### config.mk
export PLATFORM = sky130hd
export DESIGN_NAME = anomaly_alarm_manager
export DESIGN_NICKNAME = d
export VERILOG_FILES = /design/src/rtl/anomaly_alarm_manager_pkg.sv /design/src/rtl/anomaly_alarm_manager_window_counter.sv /design/src/rtl/anomaly_alarm_manager.sv
export SDC_FILE = /design/constraint.sdc
export NUM_CORES = 1
export LEC_CHECK = 0
export ABC_AREA = 1
export BUFFER_PORTS_ARGS = -buffer_cell sky130_fd_sc_hd__buf_2
export CAP_MARGIN = 30
export CORE_AREA = 2 2 83 69
export DETAILED_ROUTE_END_ITERATION = 8
export DIE_AREA = 0 0 85 71
export PLACE_DENSITY = 0.75
export SETUP_SLACK_MARGIN = 0.05
export SYNTH_ARGS = -nofsm -noshare
export SYNTH_HDL_FRONTEND = slang
export SYNTH_SLANG_ARGS = --single-unit
### constraint.sdc
create_clock -name clk -period 1.7 [get_ports clk]
set_input_delay 0.17 -clock clk [delete_from_list [all_inputs] [get_ports clk]]
set_output_delay 0.17 -clock clk [all_outputs]
set_load 0.1 [all_outputs]
### src/rtl/anomaly_alarm_manager_pkg.sv
// Shared definitions for the anomaly alarm manager: FSM encoding, parameter
// defaults and the saturating event counter helper.
package anomaly_alarm_manager_pkg;

  typedef enum logic [1:0] {
    IDLE    = 2'd0,
    MONITOR = 2'd1,
    ALARM   = 2'd2
  } alarm_state_e;

  localparam int DEF_WINDOW      = 16;
  localparam int DEF_ALARM_TH    = 4;
  localparam int DEF_CLEAR_TH    = 1;
  localparam int DEF_HOLD_CYCLES = 64;
  localparam int EVT_CNT_W       = 16;

  // Sticks at all-ones instead of wrapping.
  function automatic logic [EVT_CNT_W-1:0] sat_inc(input logic [EVT_CNT_W-1:0] v);
    return (&v) ? v : v + 1'b1;
  endfunction

endpackage

### src/rtl/anomaly_alarm_manager_window_counter.sv
// Sliding-window history of evaluation results with a running anomaly count
// that always equals the popcount of the history register.
module anomaly_window_counter #(
  parameter int WINDOW = 16,
  parameter int CNT_W  = $clog2(WINDOW + 1)
) (
  input  logic             clk,
  input  logic             reset_n,
  input  logic             clear,
  input  logic             shift_en,
  input  logic             bit_in,
  output logic [CNT_W-1:0] count
);

  logic [WINDOW-1:0] r_hist;
  logic [CNT_W-1:0]  r_count;
  logic              w_oldest;

  assign w_oldest = r_hist[WINDOW-1];
  assign count    = r_count;

  // The bit leaving the window is subtracted as the new one enters, so the
  // count can never leave 0..WINDOW.
  always_ff @(posedge clk or negedge reset_n) begin
    if (!reset_n) begin
      r_hist  <= '0;
      r_count <= '0;
    end else if (clear) begin
      r_hist  <= '0;
      r_count <= '0;
    end else if (shift_en) begin
      r_hist  <= {r_hist[WINDOW-2:0], bit_in};
      r_count <= r_count + CNT_W'(bit_in) - CNT_W'(w_oldest);
    end
  end

endmodule

### src/rtl/anomaly_alarm_manager.sv
// Debounced, hysteretic alarm over a sliding window of anomaly results, with
// minimum hold time, raise interrupt pulse, sticky latch and event counter.
module anomaly_alarm_manager
  import anomaly_alarm_manager_pkg::*;
#(
  parameter  int WINDOW      = DEF_WINDOW,
  parameter  int ALARM_TH    = DEF_ALARM_TH,
  parameter  int CLEAR_TH    = DEF_CLEAR_TH,
  parameter  int HOLD_CYCLES = DEF_HOLD_CYCLES,
  localparam int CNT_W       = $clog2(WINDOW + 1)
) (
  input  logic                 clk,
  input  logic                 reset_n,
  input  logic                 enable,
  input  logic                 eval_valid,
  input  logic                 anomaly_in,
  input  logic                 alarm_ack,
  output logic                 alarm,
  output logic                 alarm_irq,
  output logic                 alarm_latched,
  output logic [CNT_W-1:0]     window_count,
  output logic [EVT_CNT_W-1:0] total_events
);

  localparam int HOLD_W = $clog2(HOLD_CYCLES + 1);
  localparam logic [CNT_W-1:0]  ALARM_TH_C = CNT_W'(ALARM_TH);
  localparam logic [CNT_W-1:0]  CLEAR_TH_C = CNT_W'(CLEAR_TH);
  localparam logic [HOLD_W-1:0] HOLD_LOAD  = HOLD_W'(HOLD_CYCLES - 1);

  alarm_state_e          r_state;
  alarm_state_e          w_state_next;
  logic                  w_raise;
  logic                  w_shift;
  logic [CNT_W-1:0]      w_count;
  logic [HOLD_W-1:0]     r_hold;
  logic                  r_irq;
  logic                  r_latched;
  logic [EVT_CNT_W-1:0]  r_total;

  assign w_shift = enable & eval_valid;

  anomaly_window_counter #(
    .WINDOW (WINDOW),
    .CNT_W  (CNT_W)
  ) u_window (
    .clk      (clk),
    .reset_n  (reset_n),
    .clear    (~enable),
    .shift_en (w_shift),
    .bit_in   (anomaly_in),
    .count    (w_count)
  );

  always_ff @(posedge clk or negedge reset_n) begin
    if (!reset_n) r_state <= IDLE;
    else          r_state <= w_state_next;
  end

  // Decisions look at the registered count, so a raise lands one edge after
  // the evaluation that crossed the threshold was sampled.
  always_comb begin
    w_state_next = r_state;
    w_raise      = 1'b0;
    if (!enable) begin
      w_state_next = IDLE;
    end else begin
      case (r_state)
        IDLE:    w_state_next = MONITOR;
        MONITOR: begin
          if (w_count >= ALARM_TH_C) begin
            w_state_next = ALARM;
            w_raise      = 1'b1;
          end
        end
        ALARM:   begin
          if (r_hold == '0 && w_count <= CLEAR_TH_C) w_state_next = MONITOR;
        end
        default: w_state_next = IDLE;
      endcase
    end
  end

  always_ff @(posedge clk or negedge reset_n) begin
    if (!reset_n) begin
      r_hold    <= '0;
      r_irq     <= 1'b0;
      r_latched <= 1'b0;
      r_total   <= '0;
    end else begin
      if (!enable)                             r_hold <= '0;
      else if (w_raise)                        r_hold <= HOLD_LOAD;
      else if (r_state == ALARM && r_hold != '0) r_hold <= r_hold - 1'b1;

      r_irq <= w_raise;

      // A raise on the same edge as an ack keeps the latch set.
      if (w_raise)        r_latched <= 1'b1;
      else if (alarm_ack) r_latched <= 1'b0;

      if (w_shift && anomaly_in) r_total <= sat_inc(r_total);
    end
  end

  assign alarm         = (r_state == ALARM);
  assign alarm_irq     = r_irq;
  assign alarm_latched = r_latched;
  assign window_count  = w_count;
  assign total_events  = r_total;

endmodule

Word level (Yosys, flattened, before mapping)
Index checks and enable logic that the tools add are counted.

storage, ports and cells
  memories kept = 0
  register bits after elaboration = 48
  bits in writable memories = 0
  ROM bits = 0
  word-level logic and storage cells = 47
  latch bits = 0

cells by class
  muxes and demuxes = 16
  shift-type cells = 0
  add/sub/neg operators = 4
  eq/ne operators = 6
  div/mod/pow operators = 0
  multipliers = 0
  $lt $le $gt $ge = 2
  bitwise operators = 2
  reductions and logical operators = 10

operators by type and width
  operator               number
  $mux 16                2
  $mux 7                 3
  $add 16x1->16 const B  1
  $reduce_and 16->1      1
  $mux 5                 2
  $logic_not 7->1        1
  $reduce_bool 7->1      1
  $sub 7x1->7 const B    1
  $mux 2                 3
  $pmux 2 s3             1
  $add 5x1->5            1
  $ge 5x3->1 const B     1
  $le 5x1->1 const B     1
  $mux 1                 5
  $sub 5x1->5            1
  $reduce_and 2->1       2
  $logic_and 1x1->1      3
  $ne 3x1->1 const B     1
  $ne 3x2->1 const B     1
  $ne 3x3->1 const B     1
  $eq 2x1->1 const B     1
  $eq 2x2->1 const B     1
  $logic_not 2->1        1
  $ne 2x1->1 const B     1
  3 further kinds        3

Logic depth before layout (Yosys ltp)
Gate-level depths: netlist of run 1.

  depth after elaboration = 6
  depth in mapped cells = 11

Hierarchy
From an unflattened synthesis of run 1, not the netlist that was laid out.

unflattened totals
  cell total of the unflattened synthesis = 332
  area total of the unflattened synthesis = 2,615.0 um^2

by module, submodules not included
  module                  times used  seq. area each (um^2)  area each (um^2)  cells each
  anomaly_alarm_manager   1           675.6                  1,626.6           227
  anomaly_window_counter  1           525.5                  988.4             105

Worst setup path after synthesis of run 1
No wires, ideal clock.

  path kind = register to register
  start = register u_window.r_count[0] (netlist: u_window.count[0])
  end = register u_window.r_count[4] (netlist: u_window.count[4])
  setup time = 0.129 ns
  path buffers = 0
  arrival = 2.446 ns
  cell stages (with the launch flop) = 11
  setup slack = -0.875 ns
  cell sequence = dfrtp_1 -> inv_1 -> ha_1 -> inv_1 -> ha_1 -> inv_1 -> fa_1 -> o21ai_0 -> nand2_1 -> a21oi_1 -> o21ai_0

on the way
  cells in the longest elaborated chain, start to end = 4

RTL lines
  element                 RTL line                                    text
  start, declared         anomaly_alarm_manager_window_counter.sv:16  logic [CNT_W-1:0] r_count;
  start signal, assigned  anomaly_alarm_manager_window_counter.sv:33  r_count <= r_count + CNT_W'(bit_in) - CNT_W'(w_oldest);
  $add 5x1->5             anomaly_alarm_manager_window_counter.sv:33
  $sub 5x1->5             anomaly_alarm_manager_window_counter.sv:33
  $mux 5                  anomaly_alarm_manager_window_counter.sv:31  end else if (shift_en) begin
  $mux 5                  anomaly_alarm_manager_window_counter.sv:28  end else if (clear) begin

No other way between the ends. The select of a mux whose other input is x is not followed.
A chain may end at the register's enable or synchronous reset.

Final worst setup path of run 1
Ends and elaborated chain as after synthesis.

==> impl_metrics.csv, run 1 <==
group,metric,value,unit
status,violations,"setup timing",
setup_path,arrival,2.01,ns
layout,final_cells,475,
sta,fmax,550,MHz
yosys,synth_warnings,0,
yosys,synth_top_area_share,44.8,%
flow_run,drv_cap,0,
min_path,hold_path_class,"primary input to flip-flop",
sta,hold_viol_final,0,
yosys,synth_xor_area_share,1.96,%
clock_network,cts_made_buffers,5,
place,place.gp.congestion,0.841,
clock_network,root_buffer,"clkbuf_8",
layout,drive_gt1_share,29.5,%
global_route,first_global_vias,2251,
sta,finalCriticalPeriod,1.82,ns
floorplanning,fp.coreArea,5260,µm²
route,dr.pass1.iters,4,
yosys,syn_nets,369,
floorplanning,pin_count,30,
layout,insertedDiodeCount,0,
place,post-place-cells,465,
setup_path,crit_fanout,2,
yosys,synth_seq_cells,48,
yosys,yosys.area.top_type,"dfrtp_1",
sta,worst_pin_slew,0.492,ns
clock_network,cts_sinks,48,
global_route,grt_overflow,0,
sta,rsz0062_at_grt,"yes",
sta,setup_viol,2,
yosys,synthFlopType,"dfrtp_1",
yosys,yosysSeqAreaShare,44.8,%
sta,min_period_over_period,107,%
sta,max_slew_margin,67.4,%
clock_network,cts_tree,"done",
route,finalWirelength,5930,µm
floorplanning,rows,24,
layout,final_nets,426,
yosys,yosys.area_share.adder,5.41,%
sta,slew_viol_final,0,
yosys,synth_edf_count,0,
layout,syn2layout_area_growth,24.7,%
route,drc,0,
pwr,powerDensity,1110,nW/µm²
yosys,syn_area,2680,µm²
sta,finClkSkew,0.00591,ns
yosys,synth_compound_area_share,7.51,%
place,numPortBuffers,29,
route,drtIter0Drc,144,
route,vias_per_cell,5.14,
yosys,synthSimpleGateAreaFrac,31.1,%
global_route,antenna_found_initial,0,
pwr,p_leak,1.62,nW
clock_network,clk_latency,0.30,ns
yosys,synth_mux_area_share,0,%
floorplanning,start_util,51.0,%
pwr,p_total,3.70,mW
floorplanning,dieArea,6040,µm²
route,num_vias,2442,
layout,post-route-util,63.6,%
yosys,synthDistinctLibCells,30,
status,outcome,"finished, violations left",
sta,worst_slack,-0.119,ns
route,ant_nets,0,
place,post-place-ws,-0.179,ns
floorplanning,die_h,71,µm
route,wl_per_cell,12.5,µm
setup_path,crit_type,"flip-flop to flip-flop",
clock_network,clk_pin_slew_worst_paths,0.09,ns
global_route,grt_max_degree,33,
clock_network,htree_levels,2,
pwr,ir_worst_vdd,0.681,mV
setup_path,start_kind,"flip-flop",
clock_network,clk_path_buf_depth,2,
yosys,ys_top_cells_by_area,"dfrtp_1 (45%), nand2_1 (16%), inv_1 (7.1%)",
yosys,synth_top_family_by_area,"simple AND/OR/NAND/NOR gates",
layout,multi_input_area,1340,µm²
layout,fill_cells,435,
setup_path,cp.required,1.89,ns
yosys,syn_avg_cell_area,7.62,µm²
global_route,track_usage,20.4,%
setup_path,worstSetupEndpointType,"flip-flop",
place,dp_hpwl,4400,µm
floorplanning,die_width,85,µm
yosys,synthArstFlopShare,100,%
global_route,grt_pass1_wl,9880,µm
layout,seq_area,1240,µm²
yosys,netlist_instances,352,
==> report_power, final <==
group	switching [mW]	internal, mW
clock network	0.384	0.325
logic	1.07	0.486
registers	0.139	1.30
total	1.60	2.11
==> state kept, by name, summed over array words and instances (netlist names) <==
signal,flops
u_window.r_hist,16
u_window.count,5
r_hold,7
r_state,2
total_events,16
alarm_irq,1
alarm_latched,1
==> synthesized netlist by cell type (2+ instances only) <==
cell and instances:
a21oi_1 5, clkbuf_1 2, dfrtp_1 48, ha_1 10
inv_1 51, inv_2 7, nand2_1 112, nand3_1 22
nand3_2 3, nand3b_1 2, nand4_1 13, nor2_1 28
nor3_1 2, nor3_2 2, o21ai_0 9, o21ai_1 3
o22ai_1 16, xnor2_1 5
==> layout make-up <==
class,count,area share [%]
multi-input combinational,241,40.2
sequential,48,37.2
timing repair buffer,55,10.7
inverter,58,6.66
clock buffer,6,2.47
tap,65,2.43
clock inverter,2,0.299
==> cell families after synthesis <==
family          Yosys count
buf+inv                  63
xor+xnor                  6
fa+ha+maj                11
simple gates            189
compound gates           35
flops                    48
==> cells in the final DEF (no fill, tap or decap), types with 4 or more instances in the layout <==
cell        n
o21ai_1     5
nand2_1   109
ha_1        4
o21ai_0     6
buf_4      23
nand3_1    22
o22ai_1    16
xnor2_1     5
inv_2      11
dfrtp_4     7
dfrtp_2    14
dfrtp_1    27
inv_1      45
buf_2      29
ha_4        4
nand4_1    13
clkbuf_8    6
nor2_1     26
==> worst max-delay path, stage by stage (launching register included) <==
cell and delay (ns):
dfrtp_4 0.50, inv_4 0.07, ha_4 0.19, inv_2 0.06, ha_4 0.12, inv_2 0.03
fa_2 0.33, o21ai_1 0.13, nand2_1 0.09, a21oi_2 0.13, o21ai_1 0.07
==> routing by layer <==
metal / track usage, % / up-vias / wire length (µm)
li1: - / 1238 / -
met4: 6.70 / 0 / 46
met2: 29.8 / 54 / 2660
met3: 4.78 / 4 / 299
met1: 30.2 / 1146 / 2930
met5: 0 / - / 0
==> path summary, 6_finish.rpt <==
| kind | from | to | depth (start not counted) | slack, ns |
|---|---|---|---|---|
| worst max register to register | u_window.count[0]$_DFFE_PN0P_ | u_window.count[4]$_DFFE_PN0P_ | 10 | -0.12 |
| worst min register to register | alarm_latched$_DFFE_PN0P_ | alarm_latched$_DFFE_PN0P_ | 2 | 0.53 |
| worst min-delay path | alarm_ack | alarm_latched$_DFFE_PN0P_ | 2 | 0.05 |
| max in group asynchronous | reset_n | total_events[9]$_DFFE_PN0P_ | 3 | 0.83 |
| worst max-delay path | u_window.count[0]$_DFFE_PN0P_ | u_window.count[4]$_DFFE_PN0P_ | 10 | -0.12 |
| min in group asynchronous | reset_n | r_state[1]$_DFFE_PN0P_ | 2 | 0.34 |
==> stage by stage <==
step           hold slack (ns)  setup TNS (ns)  instance area (µm²)
2_1_floorplan           -0.126          -0.553                 2790
6_report                0.0517          -0.162                 3340
3_5_place_dp             0.134           -1.28                 3180
4_1_cts                 0.0451          -0.197                 3300
3_3_place_gp             0.129          -0.162                 3180
5_1_grt                 0.0571          -0.358                 3340
==> timing repair <==
action	in CTS	in global routing
pin swaps	6	3
buffers inserted	1	0
gates cloned	0	0
hold endpoints to repair	16	0
hold buffers	1	0
resized for setup	5	12
endpoints found under the setup margin	15	14
(Power assumes the default switching activity.)
==> run 2, diff against run 1 <==
CORE_AREA = 3 3 84 70   (was 2 2 83 69)
DIE_AREA = 0 0 87 73   (was 0 0 85 71)
SETUP_SLACK_MARGIN = 0.2   (was 0.05)
==> run 2 against run 1 <==
Compared with the run above: sequential share of layout area decreased by 2.6 points; sequential power rose by 4%; via count grew 0.16%; core utilization is 9.5 points higher; largest power group unchanged; power grew 15%; the run still ends with setup timing left; worst hold slack worse by 0.0084 ns; clock power is 42% higher; register-to-register slack improved by 0.03 ns; largest cell class unchanged; clock skew grew 0.0028 ns.
==> impl_metrics.csv, run 2 (synthesized netlist as in run 1, its figures left out) <==
group,metric,value,unit
route,dr.pass1.iters,4,
route,num_vias,2446,
floorplanning,die_width,87,µm
sta,finalCriticalPeriod,1.79,ns
sta,min_period_over_period,105,%
layout,drive_gt1_share,39.3,%
floorplanning,start_util,53.3,%
global_route,grt_max_degree,49,
setup_path,path_cells,"inv_4 > ha_4 > inv_2 > ha_4 > inv_2 > fa_2 > o21ai_2 > nand2_1 > a21oi_1 > o21ai_1",
global_route,grt_overflow,0,
setup_path,max_stage_delay,0.50,ns
setup_path,arrival,2.00,ns
sta,rsz0062_at_grt,"yes",
route,wl_per_cell,13.7,µm
setup_path,worst-path-buf-inv,3,
sta,fmax,558,MHz
route,ant_nets,0,
setup_path,start_kind,"flip-flop",
pwr,p_leak,1.73,nW
clock_network,clk_pin_slew_worst_paths,0.09,ns
global_route,antenna_found_initial,0,
pwr,powerDensity,1160,nW/µm²
place,place_area,3150,µm²
clock_network,cts_tree,"done",
layout,layout_common_cells,"nand2_1 (86), inv_1 (40), dfrtp_1 (27), buf_2 (27), nor2_1 (22)",
place,post-place-cells,445,
sta,worst_slack,-0.0920,ns
setup_path,crit_type,"flip-flop to flip-flop",
place,dp_hpwl,4030,µm
global_route,grt_pass1_wl,9870,µm
sta,setup_viol,2,
pwr,ir_worst_vdd,0.989,mV
route,finalWirelength,6450,µm
layout,insertedDiodeCount,0,
floorplanning,die_h,73,µm
layout,syn2layout_area_growth,37.2,%
floorplanning,pin_count,30,
place,post-place-ws,-0.144,ns
sta,fin_hold_ws,0.0432,ns
layout,fill_cells,367,
sta,final.setup.tns,-0.140,ns
clock_network,root_buffer,"clkbuf_8",
setup_path,crit_slowest_cell,"dfrtp_4",
sta,finClkSkew,0.00871,ns
place,numPortBuffers,29,
global_route,track_usage,19.7,%
route,drc,0,
sta,hold_viol_final,0,
global_route,first_global_vias,2121,
clock_network,htree_levels,2,
status,violations,"setup timing",
sta,max_slew_margin,59.9,%
setup_path,crit_family,"adder cells",
route,drtIter0Drc,140,
layout,post-route-util,73.1,%
clock_network,cts_sinks,48,
setup_path,cp.required,1.91,ns
floorplanning,rows,23,
layout,postLayoutCellArea,3680,µm²
flow_run,drv_cap,0,
place,place.gp.congestion,0.820,
sta,worst_pin_slew,0.602,ns
clock_network,cts_made_buffers,5,
min_path,hold_path_class,"primary input to flip-flop",
layout,final_nets,423,
route,vias_per_cell,5.22,
clock_network,clk_latency,0.31,ns
clock_network,clk_path_buf_depth,2,
setup_path,worstSetupEndpointType,"flip-flop",
layout,final_common_cell,"nand2_1",
floorplanning,fp.coreArea,5040,µm²
layout,final_cells,469,
pwr,p_total,4.26,mW
sta,slew_viol_final,0,
status,outcome,"finished, violations left",
floorplanning,dieArea,6350,µm²
setup_path,crit_fanout,2,
-- run 2: cell count changes in the layout (fill, tap and decap cells not counted), sizes merged --
cell,change
nand2,+1
inv,+1
buf,-6
clkbuf,+1
bufinv,+2
clkinv,-2
-- run 2: layer usage --
layer	track usage [%]	wire length (µm)	vias up
li1	-	-	1241
met3	4.06	299	11
met5	0	0	-
met1	29.5	3160	1144
met4	6.57	112	0
met2	28.3	2870	50
-- run 2: final timing paths --
| path | start | to | slack [ns] | cells after the start |
|---|---|---|---|---|
| max in group asynchronous | reset_n | u_window.count[2]$_DFFE_PN0P_ | 0.74 | 3 |
| setup reg to reg | u_window.count[0]$_DFFE_PN0P_ | u_window.count[4]$_DFFE_PN0P_ | -0.09 | 10 |
| min in group asynchronous | reset_n | r_state[0]$_DFFE_PN0P_ | 0.47 | 3 |
| hold reg to reg | r_hold[6]$_DFFE_PN0P_ | r_hold[6]$_DFFE_PN0P_ | 0.51 | 2 |
| setup / recovery | u_window.count[0]$_DFFE_PN0P_ | u_window.count[4]$_DFFE_PN0P_ | -0.09 | 10 |
| hold / removal | alarm_ack | alarm_latched$_DFFE_PN0P_ | 0.04 | 2 |
-- run 2: power breakdown --
| part | total, mW | switching (mW) | internal [mW] |
|---|---|---|---|
| registers | 1.50 | 0.202 | 1.30 |
| clock network | 1.01 | 0.421 | 0.592 |
| logic | 1.75 | 1.18 | 0.573 |
-- run 2: final cells by class --
class | count | area [µm²] | area share [%]
Inverter | 58 | 228 | 6.19
Sequential cell | 48 | 1270 | 34.6
Clock inverter | 3 | 68.8 | 1.87
Timing Repair Buffer | 51 | 348 | 9.45
Multi-Input combinational cell | 242 | 1620 | 43.9
Clock buffer | 5 | 68.8 | 1.87
Tap cell | 62 | 77.6 | 2.11
-- run 2: repair_timing --
item | 4_1_cts | 5_1_grt
cloned | 0 | 2
pin swaps | 12 | 20
hold buffers | 1 | 0
resized for setup | 10 | 52
setup endpoints to repair | 22 | 26
setup buffers | 3 | 10
endpoints found under the hold margin | 48 | 0
